**src/rtl/race_pkg.sv**
```systemverilog
// ---------------------------------------------------------------------------
// race_pkg
// Shared types and helpers for the race phase controller.
//   phase_t        : race phase encoding exported on the phase output
//   FRAMES_PER_SEC : frame rate used to turn frame counts into HUD seconds
//   TMR_W          : width of the frame timers
//   secs_left()    : ceil(frames / FRAMES_PER_SEC), truncated to 2 bits
// ---------------------------------------------------------------------------
package race_pkg;

    typedef enum logic [2:0] {
        IDLE      = 3'd0,
        COUNTDOWN = 3'd1,
        RACING    = 3'd2,
        CRASHED   = 3'd3,
        FINISHED  = 3'd4,
        GAMEOVER  = 3'd5
    } phase_t;

    localparam int unsigned FRAMES_PER_SEC = 30;
    localparam int unsigned TMR_W          = 8;

    function automatic logic [1:0] secs_left(input logic [TMR_W-1:0] frames);
        int unsigned s;
        s = (32'(frames) + FRAMES_PER_SEC - 1) / FRAMES_PER_SEC;
        return s[1:0];
    endfunction

endpackage

```
**src/rtl/race_phase_controller_if.sv**
```systemverilog
// ---------------------------------------------------------------------------
// race_phase_controller_if
// Bundles the frame-rate inputs from the input/collision logic and the
// outputs consumed by the HUD/scroll logic.
//   startOfFrame   : one-clk pulse per frame
//   start_btn      : level, rising edge requests a race start
//   crash          : one-clk collision pulse
//   fuel_pickup    : one-clk pickup pulse
//   player_speed   : unsigned speed
//   phase          : current race phase
//   distance_drove : distance covered in this race
//   fuel           : fuel level
//   countdown_sec  : HUD countdown seconds (3..1), 0 outside countdown
//   speed_enable   : high only while racing
// master drives the inputs (game logic / bench), slave is the controller.
// ---------------------------------------------------------------------------
interface race_phase_controller_if;
    import race_pkg::*;

    logic        startOfFrame;
    logic        start_btn;
    logic        crash;
    logic        fuel_pickup;
    logic [9:0]  player_speed;
    phase_t      phase;
    logic [31:0] distance_drove;
    logic [7:0]  fuel;
    logic [1:0]  countdown_sec;
    logic        speed_enable;

    modport master (
        output startOfFrame, start_btn, crash, fuel_pickup, player_speed,
        input  phase, distance_drove, fuel, countdown_sec, speed_enable
    );

    modport slave (
        input  startOfFrame, start_btn, crash, fuel_pickup, player_speed,
        output phase, distance_drove, fuel, countdown_sec, speed_enable
    );

endinterface

```
**src/rtl/frame_timer.sv**
```systemverilog
// ---------------------------------------------------------------------------
// frame_timer
// Loadable down-counter advanced by a frame tick; stops at zero.
//   clk, resetN   : clock, async active-low reset
//   load_i        : load load_val_i (wins over tick_i)
//   load_val_i    : value to load
//   tick_i        : decrement by one when non-zero
//   count_o       : current count
//   zero_o        : count is zero
// ---------------------------------------------------------------------------
module frame_timer #(
    parameter int unsigned W = 8
) (
    input  logic         clk,
    input  logic         resetN,
    input  logic         load_i,
    input  logic [W-1:0] load_val_i,
    input  logic         tick_i,
    output logic [W-1:0] count_o,
    output logic         zero_o
);

    logic [W-1:0] count_q;
    logic [W-1:0] count_d;

    always_comb begin
        count_d = count_q;
        if (load_i) begin
            count_d = load_val_i;
        end else if (tick_i && (count_q != '0)) begin
            count_d = count_q - W'(1);
        end
    end

    always_ff @(posedge clk or negedge resetN) begin
        if (!resetN) begin
            count_q <= '0;
        end else begin
            count_q <= count_d;
        end
    end

    assign count_o = count_q;
    assign zero_o  = (count_q == '0);

endmodule

```
**src/rtl/race_phase_controller.sv**
```systemverilog
// ---------------------------------------------------------------------------
// race_phase_controller
// Frame-rate race sequencer: idle, countdown, racing (with crash recovery),
// finished / game-over. Owns distance, fuel and the HUD countdown.
// All state moves on startOfFrame; outputs are registered.
//   clk, resetN : clock, async active-low reset
//   bus         : race_phase_controller_if.slave (see interface header)
//
// state     | meaning
// ----------+-------------------------------------------------------------
// IDLE      | waiting for a start edge
// COUNTDOWN | pre-race countdown, HUD shows seconds left
// RACING    | distance accumulates, fuel burns, speed enabled
// CRASHED   | recovery, distance frozen, fuel still burns
// FINISHED  | track length reached, outputs hold until start edge
// GAMEOVER  | fuel exhausted, outputs hold until start edge
// ---------------------------------------------------------------------------
module race_phase_controller
    import race_pkg::*;
#(
    parameter int unsigned TRACK_LEN        = 20000,
    parameter int unsigned COUNTDOWN_FRAMES = 90,
    parameter int unsigned CRASH_FRAMES     = 60,
    parameter int unsigned FUEL_MAX         = 100,
    parameter int unsigned FUEL_DEC_FRAMES  = 30,
    parameter int unsigned FUEL_PICKUP      = 25,
    parameter int unsigned SPEED_SHIFT      = 5
) (
    input  logic                   clk,
    input  logic                   resetN,
    race_phase_controller_if.slave bus
);

    localparam logic [31:0]      TRACK_LEN_C   = 32'(TRACK_LEN);
    localparam logic [7:0]       FUEL_MAX_C    = 8'(FUEL_MAX);
    localparam logic [8:0]       FUEL_PICKUP_C = 9'(FUEL_PICKUP);
    localparam logic [TMR_W-1:0] CD_LOAD       = TMR_W'(COUNTDOWN_FRAMES);
    localparam logic [TMR_W-1:0] CRASH_LOAD    = TMR_W'(CRASH_FRAMES);
    localparam logic [TMR_W-1:0] FDIV_LOAD     = TMR_W'(FUEL_DEC_FRAMES);

    phase_t      phase_q, phase_d;
    logic [31:0] distance_q, distance_d;
    logic [7:0]  fuel_q, fuel_d;
    logic [1:0]  cd_sec_q, cd_sec_d;
    logic        speed_en_q, speed_en_d;

    logic start_prev_q;
    logic pend_start_q, pend_start_d;
    logic pend_crash_q, pend_crash_d;
    logic pend_pick_q, pend_pick_d;

    logic sof;
    logic start_edge;
    logic start_ev, crash_ev, pick_ev;

    logic             tmr_load;
    logic [TMR_W-1:0] tmr_load_val;
    logic [TMR_W-1:0] tmr_cnt;
    logic             tmr_zero;
    logic             tmr_expire;

    logic             fdiv_load;
    logic             fdiv_tick;
    logic [TMR_W-1:0] fdiv_cnt;
    logic             fdiv_zero;
    logic             fdiv_expire;

    logic [31:0] speed_inc;
    logic [31:0] dist_sum;
    logic [31:0] dist_sat;
    logic        dist_hit;
    logic [7:0]  fuel_dec;
    logic [8:0]  fuel_sum;
    logic [7:0]  fuel_new;

    // -----------------------------------------------------------------------
    // Event latching: an event raised at any clk is held until the next frame;
    // one that lands on the frame pulse itself is used directly.
    // -----------------------------------------------------------------------
    assign sof        = bus.startOfFrame;
    assign start_edge = bus.start_btn & ~start_prev_q;
    assign start_ev   = pend_start_q | start_edge;
    assign crash_ev   = pend_crash_q | bus.crash;
    assign pick_ev    = pend_pick_q  | bus.fuel_pickup;

    // Every frame consumes the flags, whether or not the phase acts on them.
    assign pend_start_d = sof ? 1'b0 : start_ev;
    assign pend_crash_d = sof ? 1'b0 : crash_ev;
    assign pend_pick_d  = sof ? 1'b0 : pick_ev;

    // -----------------------------------------------------------------------
    // Timers: one shared by countdown and crash recovery, one as the fuel
    // divider. "Expire" means this frame takes the count to zero.
    // -----------------------------------------------------------------------
    frame_timer #(.W(TMR_W)) u_phase_tmr (
        .clk        (clk),
        .resetN     (resetN),
        .load_i     (tmr_load),
        .load_val_i (tmr_load_val),
        .tick_i     (sof),
        .count_o    (tmr_cnt),
        .zero_o     (tmr_zero)
    );

    frame_timer #(.W(TMR_W)) u_fuel_div (
        .clk        (clk),
        .resetN     (resetN),
        .load_i     (fdiv_load),
        .load_val_i (FDIV_LOAD),
        .tick_i     (fdiv_tick),
        .count_o    (fdiv_cnt),
        .zero_o     (fdiv_zero)
    );

    assign tmr_expire  = tmr_zero  | (tmr_cnt  == TMR_W'(1));
    assign fdiv_expire = fdiv_zero | (fdiv_cnt == TMR_W'(1));

    // -----------------------------------------------------------------------
    // Datapath: distance add clamped to track length; fuel burn then pickup,
    // so a pickup on the emptying frame keeps the race alive.
    // -----------------------------------------------------------------------
    assign speed_inc = 32'(bus.player_speed >> SPEED_SHIFT);
    assign dist_sum  = distance_q + speed_inc;
    assign dist_hit  = (dist_sum >= TRACK_LEN_C);
    assign dist_sat  = dist_hit ? TRACK_LEN_C : dist_sum;

    assign fuel_dec  = (fdiv_expire && (fuel_q != 8'd0)) ? (fuel_q - 8'd1) : fuel_q;
    assign fuel_sum  = {1'b0, fuel_dec} + FUEL_PICKUP_C;

    always_comb begin
        fuel_new = fuel_dec;
        if (pick_ev) begin
            fuel_new = (fuel_sum > {1'b0, FUEL_MAX_C}) ? FUEL_MAX_C : fuel_sum[7:0];
        end
    end

    // -----------------------------------------------------------------------
    // Phase FSM
    // -----------------------------------------------------------------------
    always_comb begin
        phase_d      = phase_q;
        distance_d   = distance_q;
        fuel_d       = fuel_q;
        cd_sec_d     = cd_sec_q;
        tmr_load     = 1'b0;
        tmr_load_val = '0;
        fdiv_load    = 1'b0;
        fdiv_tick    = 1'b0;

        if (sof) begin
            unique case (phase_q)
                IDLE: begin
                    if (start_ev) begin
                        phase_d      = COUNTDOWN;
                        tmr_load     = 1'b1;
                        tmr_load_val = CD_LOAD;
                        distance_d   = '0;
                        fuel_d       = FUEL_MAX_C;
                        cd_sec_d     = secs_left(CD_LOAD);
                    end
                end

                COUNTDOWN: begin
                    if (tmr_expire) begin
                        phase_d   = RACING;
                        cd_sec_d  = 2'd0;
                        fdiv_load = 1'b1;
                    end else begin
                        cd_sec_d  = secs_left(tmr_cnt - TMR_W'(1));
                    end
                end

                RACING: begin
                    fdiv_tick = 1'b1;
                    fdiv_load = fdiv_expire;
                    fuel_d    = fuel_new;
                    if (crash_ev) begin
                        phase_d      = CRASHED;
                        tmr_load     = 1'b1;
                        tmr_load_val = CRASH_LOAD;
                    end else begin
                        distance_d = dist_sat;
                        if (dist_hit) begin
                            phase_d = FINISHED;
                        end
                    end
                    // Crossing the line beats running dry on the same frame.
                    if ((fuel_new == 8'd0) && !(dist_hit && !crash_ev)) begin
                        phase_d = GAMEOVER;
                    end
                end

                CRASHED: begin
                    fdiv_tick = 1'b1;
                    fdiv_load = fdiv_expire;
                    fuel_d    = fuel_new;
                    if (tmr_expire) begin
                        phase_d = RACING;
                    end
                    if (fuel_new == 8'd0) begin
                        phase_d = GAMEOVER;
                    end
                end

                FINISHED, GAMEOVER: begin
                    if (start_ev) begin
                        phase_d = IDLE;
                    end
                end

                default: begin
                    phase_d = IDLE;
                end
            endcase
        end
    end

    assign speed_en_d = (phase_d == RACING);

    always_ff @(posedge clk or negedge resetN) begin
        if (!resetN) begin
            phase_q      <= IDLE;
            distance_q   <= '0;
            fuel_q       <= FUEL_MAX_C;
            cd_sec_q     <= 2'd0;
            speed_en_q   <= 1'b0;
            start_prev_q <= 1'b0;
            pend_start_q <= 1'b0;
            pend_crash_q <= 1'b0;
            pend_pick_q  <= 1'b0;
        end else begin
            phase_q      <= phase_d;
            distance_q   <= distance_d;
            fuel_q       <= fuel_d;
            cd_sec_q     <= cd_sec_d;
            speed_en_q   <= speed_en_d;
            start_prev_q <= bus.start_btn;
            pend_start_q <= pend_start_d;
            pend_crash_q <= pend_crash_d;
            pend_pick_q  <= pend_pick_d;
        end
    end

    assign bus.phase          = phase_q;
    assign bus.distance_drove = distance_q;
    assign bus.fuel           = fuel_q;
    assign bus.countdown_sec  = cd_sec_q;
    assign bus.speed_enable   = speed_en_q;

endmodule

```
**src/flat_wrapper.sv**
```systemverilog
// flat-port wrapper written by rule: the top's interface ports become plain ports
module race_phase_controller_flat import race_pkg::*;
#(
    parameter int unsigned TRACK_LEN        = 20000,
    parameter int unsigned COUNTDOWN_FRAMES = 90,
    parameter int unsigned CRASH_FRAMES     = 60,
    parameter int unsigned FUEL_MAX         = 100,
    parameter int unsigned FUEL_DEC_FRAMES  = 30,
    parameter int unsigned FUEL_PICKUP      = 25,
    parameter int unsigned SPEED_SHIFT      = 5
)
  (clk, resetN, bus_startOfFrame, bus_start_btn, bus_crash, bus_fuel_pickup, bus_player_speed, bus_phase, bus_distance_drove, bus_fuel, bus_countdown_sec, bus_speed_enable);
  race_phase_controller_if bus_i ();
  input  logic clk;
  input  logic resetN;
  input wire logic [$bits(bus_i.startOfFrame)-1:0] bus_startOfFrame;
  input wire logic [$bits(bus_i.start_btn)-1:0] bus_start_btn;
  input wire logic [$bits(bus_i.crash)-1:0] bus_crash;
  input wire logic [$bits(bus_i.fuel_pickup)-1:0] bus_fuel_pickup;
  input wire logic [$bits(bus_i.player_speed)-1:0] bus_player_speed;
  output wire logic [$bits(bus_i.phase)-1:0] bus_phase;
  output wire logic [$bits(bus_i.distance_drove)-1:0] bus_distance_drove;
  output wire logic [$bits(bus_i.fuel)-1:0] bus_fuel;
  output wire logic [$bits(bus_i.countdown_sec)-1:0] bus_countdown_sec;
  output wire logic [$bits(bus_i.speed_enable)-1:0] bus_speed_enable;
  assign bus_i.startOfFrame = bus_startOfFrame;
  assign bus_i.start_btn = bus_start_btn;
  assign bus_i.crash = bus_crash;
  assign bus_i.fuel_pickup = bus_fuel_pickup;
  assign bus_i.player_speed = bus_player_speed;
  assign bus_phase = bus_i.phase;
  assign bus_distance_drove = bus_i.distance_drove;
  assign bus_fuel = bus_i.fuel;
  assign bus_countdown_sec = bus_i.countdown_sec;
  assign bus_speed_enable = bus_i.speed_enable;
  race_phase_controller #(.TRACK_LEN(TRACK_LEN), .COUNTDOWN_FRAMES(COUNTDOWN_FRAMES), .CRASH_FRAMES(CRASH_FRAMES), .FUEL_MAX(FUEL_MAX), .FUEL_DEC_FRAMES(FUEL_DEC_FRAMES), .FUEL_PICKUP(FUEL_PICKUP), .SPEED_SHIFT(SPEED_SHIFT)) u_core (.clk(clk), .resetN(resetN), .bus(bus_i));
endmodule
```
**config.mk**
```make
export PLATFORM = sky130hd
export DESIGN_NAME = race_phase_controller_flat
export DESIGN_NICKNAME = d
export VERILOG_FILES = /design/src/rtl/race_pkg.sv /design/src/rtl/race_phase_controller_if.sv /design/src/rtl/frame_timer.sv /design/src/rtl/race_phase_controller.sv /design/src/flat_wrapper.sv
export SDC_FILE = /design/constraint.sdc
export NUM_CORES = 1
export LEC_CHECK = 0
export CELL_PAD_IN_SITES_DETAIL_PLACEMENT = 1
export CELL_PAD_IN_SITES_GLOBAL_PLACEMENT = 2
export CORE_AREA = 5 5 138 140
export DETAILED_ROUTE_END_ITERATION = 12
export DIE_AREA = 0 0 143 145
export PLACE_DENSITY_LB_ADDON = 0.1
export SLEW_MARGIN = 20
export SYNTH_ARGS = -nofsm -noshare
export SYNTH_HDL_FRONTEND = slang
export SYNTH_SLANG_ARGS = --single-unit
```
**constraint.sdc**
```tcl
create_clock -name clk -period 4.1 [get_ports clk]
set_input_delay 0.615 -clock clk [delete_from_list [all_inputs] [get_ports clk]]
set_output_delay 0.615 -clock clk [all_outputs]
set_load 0.02 [all_outputs]
```
# Word-level counts from Yosys, hierarchy flattened
# Index checks and enable logic that the tools add are counted.
[classes]
reduce_logical = 24
n_mux = 41
bitwise_logic = 7
div = 1
n_lt_le_gt_ge = 2
eq_ne = 10
mul = 0
addsub = 7
shifts = 0
[op_table]
columns = ["operator", "n"]
rows = [
  ["32-bit two-way mux", 3],
  ["8-bit two-way mux", 9],
  ["32-bit one-hot mux with 2 select lines", 1],
  ["32-bit by 5-bit adder with 32-bit output", 1],
  ["32-bit by 5-bit divider with 32-bit output, second input constant", 1],
  ["32-bit by 15-bit >= comparator with 1-bit output, second input constant", 1],
  ["8-bit one-hot mux with 2 select lines", 2],
  ["32-bit by 1-bit subtractor with 32-bit output, second input constant", 1],
  ["8-bit logical NOT", 3],
  ["3-bit two-way mux", 8],
  ["8-bit nonzero test", 3],
  ["8-bit by 1-bit subtractor with 8-bit output, second input constant", 3],
  ["8-bit by 5-bit adder with 9-bit output, second input constant", 2],
  ["8-bit by 1-bit == test with 1-bit output, second input constant", 2],
  ["3-bit one-hot mux with 5 select lines", 1],
  ["1-bit two-way mux", 10],
  ["2-bit nonzero test", 5],
  ["3-bit by 2-bit == test with 1-bit output, second input constant", 3],
  ["9-bit by 7-bit > comparator with 1-bit output, second input constant", 1],
  ["7-bit two-way mux", 1],
  ["3-bit == test, second input constant", 2],
  ["6-bit two-way mux", 1],
  ["3-bit AND reduction", 2],
  ["1-bit logical AND", 5],
  ["13 further kinds", 21],
]
[word_totals]
n_memories = 0
output_inout_bits = 46
inputBits = 16
latch_bits = 0
ram_bits = 0
wordCells = 103
regBits = 66
romBits = 0

# Depth between registers and ports, before layout
# Gate-level depths: netlist of the first run.
[logic_depth]
depth_word = 14
mapped_depth = 25
ltp_nobuf = 22

# Cells and area by module
# A second synthesis of the first run with hierarchy kept.
[unflattened]
hier_cells = 648
hier_area_um2 = 5400.2
[modules_own_cells]
columns = ["module", "cells_each", "instances", "seq_area_each_um2", "area_each_um2"]
rows = [
  ["race_phase_controller", 532, 1, 1255.0, 4344.2],
  ["frame_timer", 58, 2, 200.2, 528.0],
]

# Least setup slack after synthesis of the first run
# No wires, ideal clock.
[synth_path]
path_kind = "register to register"
from = "register u_core.u_phase_tmr.count_q[0], in the netlist u_core.u_phase_tmr.count_o[0]"
to = "register u_core.cd_sec_q[0], in the netlist u_core.bus.countdown_sec[0]"
path_stages_with_launch = 23
path_slack_ps = -268
setup_ps = 94
arrival_ps = 4274
synth_period_minus_slack_ps = 4368
required_ps = 4006
path_buffers = 3
path_cell_list = "dfrtp_1 -> buf_2 -> inv_1 -> ha_1 -> buf_4 -> xnor2_1 -> ha_1 -> xnor2_1 -> xnor2_1 -> nor2_4 -> and3_1 -> ha_1 -> clkbuf_1 -> nand2_1 -> mux2i_1 -> a21oi_1 -> a211o_1 -> a21oi_1 -> a21oi_1 -> o22ai_1 -> a211oi_1 -> a41o_1 -> a211oi_1"
[synth_via]
elab_chain_len = 6
word_cells_on_any_way = 9
cone_classes = "3 x add/sub; 1 x div; 1 x eq/ne; 2 x mux; 1 x bitwise; 1 x reduce/logical"
[synth_lines]
columns = ["item", "line", "text"]
rows = [
  ["from (decl)", "frame_timer.sv:23", "logic [W-1:0] count_q;"],
  ["from (signal assigned)", "frame_timer.sv:39", "count_q <= count_d;"],
  ["8-bit by 1-bit subtractor with 8-bit output", "race_phase_controller.sv:169", "cd_sec_d = secs_left(tmr_cnt - TMR_W'(1));"],
  ["8-bit by 5-bit adder with 9-bit output", "race_pkg.sv:25", "s = (32'(frames) + FRAMES_PER_SEC - 1) / FRAMES_PER_SEC;"],
  ["32-bit by 1-bit subtractor with 32-bit output", "race_pkg.sv:25", ""],
  ["32-bit by 5-bit divider with 32-bit output", "race_pkg.sv:25", ""],
  ["2-bit two-way mux (*)", "race_phase_controller.sv:164", "if (tmr_expire) begin"],
  ["2-bit one-hot mux with 2 select lines (*)", "race_phase_controller.sv:151", "unique case (phase_q)"],
  ["to (signal assigned)", "race_phase_controller.sv:235", "cd_sec_q <= cd_sec_d;"],
  ["to (decl)", "race_phase_controller.sv:44", "logic [1:0] cd_sec_q, cd_sec_d;"],
]
# Every way passes the cells marked *; elsewhere a longest branch is shown, timed or not.
# A chain may end at the register's enable or synchronous reset.

# Final worst setup path of the first run
# Ends and elaborated chain as after synthesis.

==> flow_summary.ini, run 1 <==
[detailed_routing]
wl_met1_um = 8040
final_antenna_net_count = 0
dr_wl_met2_um = 9560
drt-pass1-iter-count = 4
wire_per_inst_um = 17.6
top_layer_used = met4
vias = 5455
drc = 0
drtIter0Drc = 118
drt_wl_total_um = 18200
viasPerCell = 5.29
route.met3.wl_um = 377

[logic_synthesis]
synth_area_leaders = dfrtp_1 (29%), xnor2_1 (4.9%), nand2_1 (4.7%), ha_1 (4.7%), o21ai_0 (3.9%)
synthMuxAreaShare_pct = 2.06
synth-edff-count = 0
yosys_most_used_dff = dfrtp_1
synth_seq_cells = 66
synth_top_family_by_area = simple AND/OR/NAND/NOR gates
synth_compound_area_share_pct = 24.1
synth-xor-area-share_pct = 7.92
synth_top_area_cell = dfrtp_1
syn_nets = 677
synth_warnings = 0
syn-cell-area_um2 = 5350
ys_types = 82
async_flop_share_pct = 100
postSynthCellCount = 640
netlist.area_leader.share_pct = 29.5
synth.yosys.seq_area_share_pct = 30.9
avgSynthCellArea_um2 = 8.36
synth-simple-area-share_pct = 25.9
synth_fa_ha_area_share_pct = 5.24

[place]
numPortBuffers = 56
dp_hpwl_um = 13500
place_congestion = 0.797

[power_and_ir_drop]
p_switching_mw = 2.47
cellLeakagePower_nw = 3.15
peakVddDrop_uv = 352
power_frac_comb_pct = 66.8
pwr-share-clk_pct = 15.4
p_int_mw = 3.17
pwr-share-seq_pct = 17.8
p_per_area_nw_per_um2 = 728
switching_share_pct = 43.7

[worst_setup_path]
r2r_setup_slack_ns = 0.12
crit_start = u_core.u_phase_tmr.count_o[0]$_DFFE_PN0P_
ff2ff_path_depth = 17
crit_path_end_kind = flip-flop
reg2reg_to = u_core.bus.countdown_sec[0]$_DFFE_PN0P_
endpoint = u_core.bus.countdown_sec[0]$_DFFE_PN0P_
r2r_start = u_core.u_phase_tmr.count_o[0]$_DFFE_PN0P_
path_class = reg -> reg
path_max_fanout = 5
worst_ep_required_time_ns = 4.36
arrival_ns = 4.24
worstSetupStartpointType = flip-flop

[timing]
holdWs_ns = 0.234
grt_setup_unrepaired = yes
finalSetupViolCount = 0
maxSlewViolCount = 0
timing.clock.skew_ns = 0.0112
min_period_ns = 3.98
hold_viol = 0
max_freq_mhz = 251
finalCritPeriodShare_pct = 97.1
relSlewSlack_pct = 52.9
tns_ns = 0
worst_pin_slew_ns = 0.701

[min_path]
hold_class = in -> async

[layout]
ff_latch_area_um2 = 1660
fin_util_pct = 43.7
drive_gt1_share_pct = 29.6
multi_input_area_um2 = 3910
antenna_cells = 0
area_delta_synth_final_pct = 44.6
fillerInstances = 2065
nets = 835

[floorplan]
start_util_pct = 30.2
core_region_area_um2 = 17700
dieWidth_um = 143
pin_count = 62
dieArea_um2 = 20700
die_h_um = 145
rows = 49

[grt]
overflow = 0
grt_max_degree = 47
grt_pass1_vias = 5724
antenna_found_initial = 0
grt_pass1_wl_um = 29300
grt_usage_pct = 17.3

[clocking]
clock-sinks = 66
clockRootBuffer = clkbuf_16
cts.htree.levels = 3
clk_latency_ns = 0.34
cts_buffers = 9
cts_buffer_depth = 2
path_clk_slew_ns = 0.06
cts_tree = built

[run]
maxCapViolCount = 0

[status]
outcome = finished clean
[cell usage after synthesis (all sizes together) (4+ instances only)]
cell type  instances
a211oi             9
a21o               8
a21oi             37
a31o               5
a31oi             12
and2              22
and3               8
buf                7
clkbuf            16
dfrtp             63
ha                20
inv               25
mux2               5
mux2i              5
nand2             68
nand2b             4
nand3             30
nand4             10
nor2              50
nor2b              6
nor3              17
nor3b              5
nor4              12
o211ai             8
o21a               6
o21ai             48
o22a               7
o31ai             11
o41ai              5
or2                5
or3               10
or4                4
xnor2             30
xor2              15
[kinds of logic (layout without fill, tap and decap cells)]
logic type / after synthesis / count (layout)
simple gates: 260 / 260
compound gates: 187 / 187
flops: 66 / 66
buf+inv: 49 / 212
xor+xnor: 46 / 46
fa+ha+maj: 22 / 22
mux: 10 / 10
[placed cells by master (no fill, tap or decap), types with 9 or more instances in the layout]
cell type,instances
a21oi_1,32
a31oi_1,9
and2_1,22
buf_4,106
clkbuf_16,9
clkdlybuf4s50_1,53
dfrtp_1,62
ha_1,13
inv_1,19
nand2_1,66
nand3_1,28
nand4_1,9
nor2_1,45
nor3_1,11
o21ai_0,33
o21ai_2,9
o31ai_1,9
xnor2_1,23
xor2_1,12
[layout make-up]
type	count	share of cell area [%]
Inverter	26	1.31
Clock inverter	6	1.15
Sequential cell	66	21.4
Timing Repair Buffer	170	18.8
Multi-Input combinational cell	525	50.5
Clock buffer	10	3.09
Tap cell	229	3.70
[state kept, by name, indices dropped and copies added, names as in the netlist]
| signal | count |
|---|---|
| u_core.bus.speed_enable | 1 |
| u_core.pend_crash_q | 1 |
| u_core.bus.fuel | 8 |
| u_core.u_phase_tmr.count_o | 8 |
| u_core.pend_pick_q | 1 |
| u_core.start_prev_q | 1 |
| u_core.bus.distance_drove | 32 |
| u_core.u_fuel_div.count_o | 8 |
| u_core.bus.countdown_sec | 2 |
| u_core.pend_start_q | 1 |
| u_core.bus.phase | 3 |
[worst min path at each step]
stage / start / to / slack [ns] / cells past startpoint
2_1_floorplan: resetN / u_core.bus.countdown_sec[0]$_DFFE_PN0P_ / 0.32 / 0
3_3_place_gp: u_core.bus.distance_drove[4]$_DFFE_PN0P_ / u_core.bus.distance_drove[4]$_DFFE_PN0P_ / 0.50 / 2
3_5_place_dp: u_core.bus.distance_drove[4]$_DFFE_PN0P_ / u_core.bus.distance_drove[4]$_DFFE_PN0P_ / 0.51 / 2
4_1_cts: resetN / u_core.bus.distance_drove[2]$_DFFE_PN0P_ / 0.24 / 1
5_1_grt: resetN / u_core.bus.distance_drove[2]$_DFFE_PN0P_ / 0.27 / 1
6_report: resetN / u_core.bus.distance_drove[2]$_DFFE_PN0P_ / 0.23 / 1
[per-layer routing]
layer,vias up,global-route usage (%)
li1,2672,-
met1,2711,21.6
met2,56,31.0
met3,16,2.44
met4,0,4.09
met5,-,0
[per-stage QoR]
step                worst slack (ns)  instance area, µm²  cells  power [mW]
finish                         0.118                7740   1032        5.64
global route                 -0.0861                7740   1032        6.04
CTS                         -0.00797                7270   1011        5.25
detailed placement            -0.581                6810    992        4.20
global placement              -0.437                6810    992        4.09
floorplan                   -0.00693                5410    640        2.99
[critical path, stage by stage, from the launching register on]
cell,delay [ns]
dfrtp_1,0.37
inv_2,0.07
ha_4,0.18
buf_4,0.15
nor2_1,0.18
a21oi_1,0.16
o31ai_4,0.31
mux2_4,0.37
or3_1,0.41
a21oi_2,0.20
buf_4,0.17
o21ai_1,0.09
and3_4,0.20
o31ai_2,0.22
a31oi_2,0.14
nand4b_1,0.21
a41o_1,0.29
a211oi_2,0.19
[timing repair]
item,4_1_cts,5_1_grt
gates cloned,0,0
setup endpoints to repair,13,23
hold buffers,0,0
setup buffers,3,21
pin swaps,6,43
resized for setup,26,66
hold endpoints to repair,0,0
[power groups by stage]
stage          Combinational, mW  Clock [mW]  Sequential [mW]
2_1_floorplan               1.90           0             1.09
3_3_place_gp                3.09           0             1.00
3_5_place_dp                3.19           0             1.01
5_1_grt                     4.10       0.915             1.03
6_report                    3.77       0.867             1.00
4_1_cts                     3.35       0.891             1.00
No activity file was read; power rests on OpenSTA's default activity.
==> inputs of run 2 (changes only) <==
SLEW_MARGIN = not set   (was 20)
TNS_END_PERCENT = 10   (was not set)
==> results of run 2 <==
Final layout, timing and power as in run 1 (identical DEF).
==> inputs of run 3 (changes only) <==
CORE_AREA = 2 2 135 137   (was 5 5 138 140)
DIE_AREA = 0 0 137 139   (was 0 0 143 145)
==> flow_summary.ini, run 3 (same netlist as run 1, synthesis figures left out) <==
[status]
outcome = finished clean

[worst_setup_path]
crit_path_end_kind = flip-flop
arrival_ns = 4.26
worst_ep_required_time_ns = 4.33
path_max_fanout = 3
path_class = reg -> reg
worstSetupStartpointType = flip-flop

[floorplan]
die_h_um = 139
dieWidth_um = 137
dieArea_um2 = 19000
core_region_area_um2 = 17700
start_util_pct = 30.3
pin_count = 62
rows = 49

[clocking]
path_clk_slew_ns = 0.06
cts_buffers = 9
clk_latency_ns = 0.34
clockRootBuffer = clkbuf_16
clock-sinks = 66
cts_buffer_depth = 2
cts_hold_buf = 0
cts_tree = built
cts.htree.levels = 3

[power_and_ir_drop]
p_per_area_nw_per_um2 = 708
cellLeakagePower_nw = 3.06
peakVddDrop_uv = 313

[timing]
finalSetupViolCount = 0
min_period_ns = 4.03
maxSlewViolCount = 0
max_freq_mhz = 248
timing.clock.skew_ns = 0.00675
finalCritPeriodShare_pct = 98.3
relSlewSlack_pct = 40.9
hold_viol = 0
worst_pin_slew_ns = 0.880
setup_slack_ns = 0.0706
grt_setup_unrepaired = yes

[detailed_routing]
drt_wl_total_um = 17600
viasPerCell = 5.30
drc = 0
final_antenna_net_count = 0
drtIter0Drc = 155
drt-pass1-iter-count = 6
wire_per_inst_um = 17.2
vias = 5409

[place]
numPortBuffers = 56
place_congestion = 0.780
dpl_worst_slack_ns = -0.616
dp_hpwl_um = 13300
placed_cell_area_um2 = 6830

[grt]
grt_max_degree = 41
grt_pass1_wl_um = 29100
top_usage_layer = met2
antenna_found_initial = 1
grt_pass1_vias = 5808
use_met2_pct = 34.2
overflow = 0
grt_usage_pct = 19.0
grtUsageMet1_pct = 23.1
use_met3_pct = 2.63

[min_path]
hold_class = in -> async

[layout]
drive_gt1_share_pct = 26.6
area_delta_synth_final_pct = 39.8
layout_common_cells = buf_4 (100), nand2_1 (67), dfrtp_1 (62)
nets = 822
final_common_cell = buf_4
post-route-cell-area_um2 = 7480
largest_reg_flops = 32

[run]
maxCapViolCount = 0
==> run 3: cell count changes in the layout (fill, tap and decap cells not counted), moves of 3 or more <==
cell     before  now
buf_6         7    1
xnor2_2       7    3
inv_2         5    8
buf_4       106  100
o21ai_1       6   12
o21ai_2       9    4
xnor2_1      23   27
a31oi_1       9   12
==> run 3: through the flow <==
stage	TNS [ns]	utilization (%)	power [mW]	std cells	hold slack [ns]
floorplan	-0.00693	-	2.99	640	0.319
finish	0	42.4	5.30	1020	0.351
global route	-0.323	42.4	5.73	1019	0.428
detailed placement	-8.85	38.7	4.19	996	0.507
CTS	-0.00289	40.8	5.08	1013	0.393
global placement	-6.35	38.7	4.08	996	0.498
==> run 3: area by class of cell <==
class / count / area [µm²]
Clock buffer: 10 / 239
Timing Repair Buffer: 157 / 1320
Inverter: 26 / 97.6
Tap cell: 229 / 287
Clock inverter: 6 / 65.1
Sequential cell: 66 / 1660
Fill cell: 2078 / 10200
Antenna cell: 1 / 2.50
Multi-Input combinational cell: 525 / 3820
==> run 3: timing repair <==
item,in CTS,in global routing
endpoints found under the setup margin,20,13
resized for setup,20,49
buffers inserted,1,6
pin swaps,8,18
==> run 3: report_power, final <==
group	switching (mW)	internal (mW)
Combinational	1.86	1.64
Clock	0.310	0.488
Sequential	0.183	0.824
==> run 3: path summary, 6_finish.rpt <==
check                                                          from                                       end  slack (ns)  cells after the start
hold / removal                                               resetN  u_core.bus.distance_drove[2]$_DFFE_PN0P_        0.35                      1
setup reg to reg                     u_core.bus.fuel[0]$_DFFE_PN0P_         u_core.bus.speed_enable$_DFF_PN0_        0.07                     17
setup / recovery                     u_core.bus.fuel[0]$_DFFE_PN0P_         u_core.bus.speed_enable$_DFF_PN0_        0.07                     17
max in group asynchronous                                    resetN            u_core.bus.fuel[5]$_DFFE_PN1P_        2.77                      2
min in group clk           u_core.bus.distance_drove[2]$_DFFE_PN0P_  u_core.bus.distance_drove[2]$_DFFE_PN0P_        0.52                      2
hold reg to reg            u_core.bus.distance_drove[2]$_DFFE_PN0P_  u_core.bus.distance_drove[2]$_DFFE_PN0P_        0.52                      2
==> run 3: critical path: stages, from the launching register on <==
cell	delay, ns
dfrtp_2	0.42
inv_2	0.07
ha_1	0.16
or3b_2	0.46
o2111a_2	0.33
xnor2_2	0.17
buf_4	0.14
buf_4	0.13
a211o_1	0.32
or3_1	0.34
a221oi_2	0.29
o21a_1	0.20
o32ai_4	0.10
a21oi_2	0.21
nand2_2	0.14
o21ai_2	0.18
a221o_1	0.20
nor3b_2	0.06
==> run 3: per-layer routing <==
layer | wire length (µm) | part of all wire [%]
met2 | 9050 | 52
met1 | 7840 | 45
met5 | 0 | 0
met4 | 312 | 1.8
met3 | 366 | 2.1
